File: src/rtl/grf_wr_arbiter.sv
// GRF write-port arbiter: pipeline writeback has priority, aux writes are queued, aged and WAW-squashed.
// Define GRF_ARB_TRACE_EN to print every issued write and squashed entry; the logic is unchanged.
module grf_wr_arbiter #(
    parameter int unsigned DEPTH        = 4,
    parameter int unsigned STARVE_LIMIT = 8
) (
    input  logic        clk,
    input  logic        reset,
    input  logic        pipe_we,
    input  logic [4:0]  pipe_addr,
    input  logic [31:0] pipe_data,
    input  logic [31:0] pipe_pc,
    input  logic        aux_valid,
    output logic        aux_ready,
    input  logic [4:0]  aux_addr,
    input  logic [31:0] aux_data,
    input  logic [31:0] aux_pc,
    output logic        grf_we,
    output logic [4:0]  grf_addr,
    output logic [31:0] grf_wdata,
    output logic [31:0] grf_pc,
    output logic [31:0] pend_mask,
    output logic        stall_req
);

    localparam int unsigned PTR_W = (DEPTH > 1) ? $clog2(DEPTH) : 1;
    localparam int unsigned CNT_W = $clog2(DEPTH + 1);
    localparam int unsigned AGE_W = $clog2(STARVE_LIMIT + 1);

    typedef struct packed {
        logic [4:0]  addr;
        logic [31:0] data;
        logic [31:0] pc;
    } entryT;

    entryT             qEntry [DEPTH];
    logic [DEPTH-1:0]  qValid;
    logic [PTR_W-1:0]  rdPtr;
    logic [PTR_W-1:0]  wrPtr;
    logic [CNT_W-1:0]  count;
    logic [AGE_W-1:0]  age;

    logic pipeLive;
    logic full;
    logic headPresent;
    logic headValid;
    logic headSquash;
    logic doPop;
    logic doEnq;
    entryT headEntry;

    // Issue/queue decisions are taken from registered state plus this cycle's requests.
    always_comb begin
        pipeLive    = pipe_we && (pipe_addr != 5'd0);
        full        = (count == CNT_W'(DEPTH));
        headPresent = (count != '0);
        headEntry   = qEntry[rdPtr];
        headValid   = headPresent && qValid[rdPtr];
        headSquash  = pipeLive && headValid && (headEntry.addr == pipe_addr);
        doPop       = !pipeLive && headPresent;
        doEnq       = aux_valid && !full && (aux_addr != 5'd0);
    end

    assign aux_ready = !full;
    assign stall_req = (age == AGE_W'(STARVE_LIMIT));

    // Hazard mask: one bit per register with a live queued write.
    always_comb begin
        pend_mask = '0;
        for (int unsigned i = 0; i < DEPTH; i++) begin
            if (qValid[i]) begin
                pend_mask[qEntry[i].addr] = 1'b1;
            end
        end
    end

    always_ff @(posedge clk) begin
        if (!reset) begin
            rdPtr     <= '0;
            wrPtr     <= '0;
            count     <= '0;
            age       <= '0;
            qValid    <= '0;
            grf_we    <= 1'b0;
            grf_addr  <= '0;
            grf_wdata <= '0;
            grf_pc    <= '0;
        end else begin
            // A newer pipe write kills older queued writes to the same register.
            for (int unsigned i = 0; i < DEPTH; i++) begin
                if (pipeLive && (qEntry[i].addr == pipe_addr)) begin
                    qValid[i] <= 1'b0;
                end
            end

            if (doPop) begin
                qValid[rdPtr] <= 1'b0;
                rdPtr         <= rdPtr + PTR_W'(1);
            end

            // Enqueue after the squash loop so a same-edge aux entry survives.
            if (doEnq) begin
                qValid[wrPtr] <= 1'b1;
                qEntry[wrPtr] <= '{addr: aux_addr, data: aux_data, pc: aux_pc};
                wrPtr         <= wrPtr + PTR_W'(1);
            end

            case ({doEnq, doPop})
                2'b10:   count <= count + CNT_W'(1);
                2'b01:   count <= count - CNT_W'(1);
                default: count <= count;
            endcase

            if (doPop || !headValid || headSquash) begin
                age <= '0;
            end else if (!stall_req) begin
                age <= age + AGE_W'(1);
            end

            if (pipeLive) begin
                grf_we    <= 1'b1;
                grf_addr  <= pipe_addr;
                grf_wdata <= pipe_data;
                grf_pc    <= pipe_pc;
            end else if (doPop && headValid) begin
                grf_we    <= 1'b1;
                grf_addr  <= headEntry.addr;
                grf_wdata <= headEntry.data;
                grf_pc    <= headEntry.pc;
            end else begin
                grf_we    <= 1'b0;
            end
        end
    end

`ifdef GRF_ARB_TRACE_EN
    always @(posedge clk) begin
        if (reset) begin
            if (pipeLive) begin
                $display("@%h: $%d <= %h", pipe_pc, pipe_addr, pipe_data);
            end else if (doPop && headValid) begin
                $display("@%h: $%d <= %h", headEntry.pc, headEntry.addr, headEntry.data);
            end
            for (int unsigned i = 0; i < DEPTH; i++) begin
                if (pipeLive && qValid[i] && (qEntry[i].addr == pipe_addr)) begin
                    $display("SQUASH $%d", qEntry[i].addr);
                end
            end
        end
    end
`else
`endif

endmodule

File: config.mk
export PLATFORM = sky130hd
export DESIGN_NAME = grf_wr_arbiter
export DESIGN_NICKNAME = d
export VERILOG_FILES = /design/src/rtl/grf_wr_arbiter.sv
export SDC_FILE = /design/constraint.sdc
export NUM_CORES = 1
export LEC_CHECK = 0
export ABC_AREA = 1
export CAP_MARGIN = 20
export CORE_MARGIN = 1
export CORE_UTILIZATION = 35
export CTS_BUF_LIST = sky130_fd_sc_hd__clkbuf_8
export CTS_CLUSTER_SIZE = 24
export DETAILED_ROUTE_END_ITERATION = 8
export PLACE_DENSITY_LB_ADDON = 0.12
export SETUP_SLACK_MARGIN = 0.3
export SLEW_MARGIN = 15
export SYNTH_ARGS = -nofsm -noshare
export SYNTH_HDL_FRONTEND = slang
export SYNTH_SLANG_ARGS = --single-unit
export TNS_END_PERCENT = 30
File: constraint.sdc
create_clock -name clk -period 10.1 [get_ports clk]
set_clock_uncertainty 0.05 [all_clocks]
set_input_delay 1.01 -clock clk [delete_from_list [all_inputs] [get_ports clk]]
set_output_delay 1.01 -clock clk [all_outputs]
set_load 0.02 [all_outputs]
* Word-level counts from Yosys, hierarchy flattened
Memory sizes are Yosys's and may differ from the RTL's. A register that Yosys moved wholly into a read port is not among the register bits.
Cells that the tools add are included.
** Operators by class
- Magnitude comparators :: 12
- Muxes and demuxes :: 43
- Eq/ne operators :: 9
- $add $sub $neg :: 5
- Bitwise operators :: 7
- Reduce and logical (&&, ||, !) cells :: 29
** Operators by type and width (number)
- two-way mux 32 bit :: 8
- OR 32 bit :: 3
- equality test 5 bit :: 5
- < comparator 5 x 6 -> 1 bit, second input constant :: 4
- demux 1 bit (select 5 bit) :: 4
- >= comparator 5 x 1 -> 1 bit, second input constant :: 4
- two-way mux 1 bit :: 20
- logical AND 1 bit :: 18
- two-way mux 4 bit :: 3
- two-way mux 5 bit :: 2
- nonzero test 5 bit :: 2
- < comparator 2 x 3 -> 1 bit, second input constant :: 2
- case mux 3 bit (2 select lines) :: 1
- adder 2 x 1 -> 2 bit, second input constant :: 2
- adder 4 x 1 -> 4 bit, second input constant :: 1
- AND 4 bit :: 1
- demux 1 bit (select 2 bit) :: 2
- equality test 4 bit, second input constant :: 1
- >= comparator 2 x 1 -> 1 bit, second input constant :: 2
- two-way mux 2 bit :: 2
- NOT 4 bit :: 1
- OR 4 bit :: 1
- nonzero test 2 bit :: 2
- adder 3 x 1 -> 3 bit, second input constant :: 1
- 10 further kinds :: 13
** Storage, ports and cells
- Word-level logic and storage cells :: 115
- Bits in writable memories :: 276
- Memories kept :: 1
- Output and inout bits :: 104
- Flip-flop bits (word level) :: 85
- Bits of input ports :: 142
** Memories
- qEntry :: words 4, bits a word 69, rd ports 5, clocked after memory_dff 1, write ports 1, RTL line 36 : entryT qEntry [DEPTH];

* Longest topological paths before layout
- Depth after elaboration :: 11
- Gate-level depth with buffers :: 13
- Mapped depth without buffers :: 12

* Least setup slack after synthesis
No wires, ideal clock.
- Path type :: input-to-reg
- Start point :: in reset
- End point :: mem qEntry[1][0] in the netlist's numbering (enable)
- Stages on the path :: 5
- Slack :: 5.094 ns
- Data arrival time :: 4.460 ns
- Path buffers :: 1
- Required time :: 9.554 ns
- Setup time :: 0.496 ns
- Cells stage by stage :: clkbuf_1 inv_1 nor2_1 inv_1 nor2_1
** Between the ends
- Longest elaborated chain between the ends :: 2
** RTL lines
- from (decl) :: RTL line 8 : input logic reset,
- two-way mux 1 bit :: RTL line 78 : if (!reset) begin
- two-way mux 1 bit (implied by the code) :: RTL line 104 : qEntry[wrPtr] <= '{addr: aux_addr, data: aux_data, pc: aux_pc};
- to (decl) :: RTL line 36
No other way between the ends.

==> run summary <==
Placement
* Port Buffer Count: 245
* total cell area at the placement stage: 0.01850 mm²
* RePlAce Congestion: 0.8860
* half-perimeter wire length of the detailed placement result: 27.58 mm

Logic synthesis
* share of synthesized area spent on multiplexers: 0%
* number of library cell types mapped by synthesis: 32
* Post-Syn Area per Cell: 10.14 µm²
* proportion of synthesized flip-flops having asynchronous set or reset: 0%
* post-synthesis simple-gate area fraction: 16.16%
* number of synthesized register bits: 363
* number of cells produced by synthesis: 1548
* Synth warnings: 0
* share of the synthesized netlist area taken by xor and xnor gates: 1.005%
* Synth Cell Area: 0.01569 mm²
* Most used DFF post-synth: sky130_fd_sc_hd__edfxtp_1
* sequential share of the synthesized area: 63.92%
* synthesized-area fraction occupied by adder cells: 1.005%
* number of flops mapped to enable cells by yosys: 276
* area fraction in compound gates after synthesis: 13.16%
* largest family of logic cells by synthesized area: simple AND/OR/NAND/NOR gates
* synthesized net count: 1702

Cells and area
* commonest cells after routing, fill and taps aside: sky130_fd_sc_hd__nor2_1, sky130_fd_sc_hd__edfxtp_1, sky130_fd_sc_hd__nand2_1
* final standard cell area without fillers: 0.01960 mm²
* leading cell type in the layout, fill and taps excluded: sky130_fd_sc_hd__nor2_1
* Post-layout nets: 1929
* Layout Area Growth over Synthesis: 24.89%
* fraction of layout cells with a size suffix above 1: 6.130%
* final core utilization: 44.32%

Pwr
* total power per unit cell area: 216.3 mW/mm²
* leak pwr: 7.166 nW
* maximum vdd ir drop: 0.1021 mV

Drt
* Total Routed Length: 46.01 mm
* Detailed Routing Iterations Pass 1: 5
* Via density: 5.004
* DR vias: 12110
* number of DRC markers after the initial detailed-route iteration: 807
* DRC: 0
* final routed wire length divided by cell count: 19.01 µm
* Antenna Violating Nets Remaining: 0

Global routing
* met1 layer usage reported by global route: 26.79%
* largest net degree at the start of global routing: 89
* total global routing track utilization: 20.15%
* antenna violations before repair: 4
* via count of the first global-routing pass: 11800
* global-route wire length before repair: 69.34 mm
* global route hottest layer: met2
* met3 global-route usage: 4.760%
* global routing usage on met2: 32.62%
* total congestion overflow after global routing: 0

Timing
* Total Negative Setup Slacks: 0 ns
* post-route fraction of the period consumed by the critical path: 42.43%
* Min Clock Period, post-route: 4.286 ns
* transition at the pin with the smallest max-transition slack: 1.135 ns
* number of pins with negative max-slew slack in the final report: 0
* Final Hold Vio Count: 0
* setup repair after global routing missed its margin: no
* max_slew headroom: 23.72%
* total of endpoints with negative setup slack in the final report: 0
* maximum clock rate: 233.3 MHz

Run
* total of max-cap violations: 0

Critical path
* arrival time at the worst endpoint: 3.23 ns
* CP startpoint kind: flop
* Worst Path Required: 9.04 ns
* class of the most critical setup path: flop to output port
* crit-path max FO: 6
* crit path capture type: output port
* R2R Setup Slk: 7.00 ns

Floorplanning
* IO Count: 246
* starting utilization of the core area: 35.48%
* die outline width: 213.7 µm
* Die Height: 213.7 µm
* Die Outline Area: 0.04568 mm²
* Cell Rows: 77
* standard cell core area: 0.04422 mm²

Clock tree
* number of buffers added to fix hold violations after cts: 0
* post-CTS resize count: 0
* worst-case clock buffer depth: 3
* TritonCTS clock tree: done
* clock network latency to the later pin of the worst-skew pair: 0.65 ns
* register clock-pin slew on the reported worst setup and hold paths: 0.05 ns
* clock net sink count: 363
* CTS buffer count: 61
* number of H-tree levels: 2
* count of buffers added by post-CTS timing repair for setup: 0
* Clk Tree Root Cell: sky130_fd_sc_hd__clkbuf_8

Worst hold path
* class of the most critical hold timing path: flop to flop

Outcome
* status: completed

-- final cells by class --
cell class / count / area (µm²)
Antenna cell: 1 / 2.502
Clock buffer: 64 / 880.8
Inverter: 64 / 246.5
Clock inverter: 51 / 215.2
Multi-Input combinational cell: 1027 / 4932
Timing Repair Buffer: 258 / 2545
Tap cell: 592 / 740.7
Sequential cell: 363 / 10030
Fill cell: 4296 / 24620
-- cell usage after synthesis (11+ instances only) --
| master | number | area share (%) |
|---|---|---|
| sky130_fd_sc_hd__dfxtp_1 | 87 | 11 |
| sky130_fd_sc_hd__nor3_1 | 12 | 0.38 |
| sky130_fd_sc_hd__o22a_1 | 16 | 0.89 |
| sky130_fd_sc_hd__nor2_1 | 299 | 7.2 |
| sky130_fd_sc_hd__inv_1 | 55 | 1.3 |
| sky130_fd_sc_hd__nand3_1 | 60 | 1.9 |
| sky130_fd_sc_hd__edfxtp_1 | 276 | 53 |
| sky130_fd_sc_hd__o21ai_1 | 11 | 0.35 |
| sky130_fd_sc_hd__clkbuf_1 | 37 | 0.89 |
| sky130_fd_sc_hd__o221ai_1 | 29 | 1.6 |
| sky130_fd_sc_hd__ha_1 | 11 | 0.88 |
| sky130_fd_sc_hd__xor2_1 | 11 | 0.61 |
| sky130_fd_sc_hd__o21ai_0 | 203 | 6.5 |
| sky130_fd_sc_hd__o22ai_1 | 67 | 2.7 |
| sky130_fd_sc_hd__buf_2 | 34 | 1.1 |
| sky130_fd_sc_hd__a21oi_1 | 26 | 0.83 |
| sky130_fd_sc_hd__nand2_1 | 255 | 6.1 |
-- metal layers --
layer	wire (µm)	share of wire, %
met3	2727	5.9
met2	21370	46
met1	20830	45
met5	54	0.12
met4	1037	2.3
-- registers in the layout (all words and copies together), names as in the netlist, named ones only --
register,flops
grf_wdata,32
grf_pc,32
qEntry,276
qValid,4
grf_we,1
count,3
wrPtr,2
grf_addr,5
age,4
rdPtr,2
-- report_power, final --
group | total (W) | internal (W) | switching [W] | leakage [nW]
Clock | 0.00117 | 0.000584 | 0.000584 | 0.660
Combinational | 0.00122 | 0.000434 | 0.000787 | 3.28
Sequential | 0.00185 | 0.00176 | 0.0000919 | 3.23
-- worst paths after layout --
kind	end	startpoint	depth (start not counted)
worst max-delay path	pend_mask[28]	qEntry[3][65]$_DFFE_PP_	4
worst min-delay path	count[0]$_SDFFE_PN0P_	count[0]$_SDFFE_PN0P_	1
worst max register to register	qEntry[3][36]$_DFFE_PP_	count[0]$_SDFFE_PN0P_	7
worst min register to register	count[0]$_SDFFE_PN0P_	count[0]$_SDFFE_PN0P_	1
-- cells by family (layout without fill, tap and decap cells) --
family                     after synthesis  in the layout
and+or+nand+nor                        639            639
xor gates and xnor gates                18             18
buffers and inverters                  158            437
AOI/OAI and AO/OA                      358            358
adders and majority gates               12             12
DFF                                    363            363
other                                    0              1
-- critical path, cell delays in order (launching register included) --
cell	delay, ns
sky130_fd_sc_hd__edfxtp_1	0.51
sky130_fd_sc_hd__nor3_1	0.95
sky130_fd_sc_hd__inv_1	0.24
sky130_fd_sc_hd__o221ai_1	0.26
sky130_fd_sc_hd__clkdlybuf4s50_1	0.65
-- per-stage QoR --
stage	hold WS [ns]	worst slack [ns]	std cells	power [W]
after floorplan	0.3724	5.094	1548	0.002651
after global placement	0.3884	5.582	2304	0.003113
after detailed placement	0.4011	5.602	2304	0.003117
after CTS	0.4091	5.870	2419	0.004307
after global routing	0.4433	5.697	2419	0.004508
final	0.4123	5.814	2420	0.004240
(Power assumes the default switching activity.)
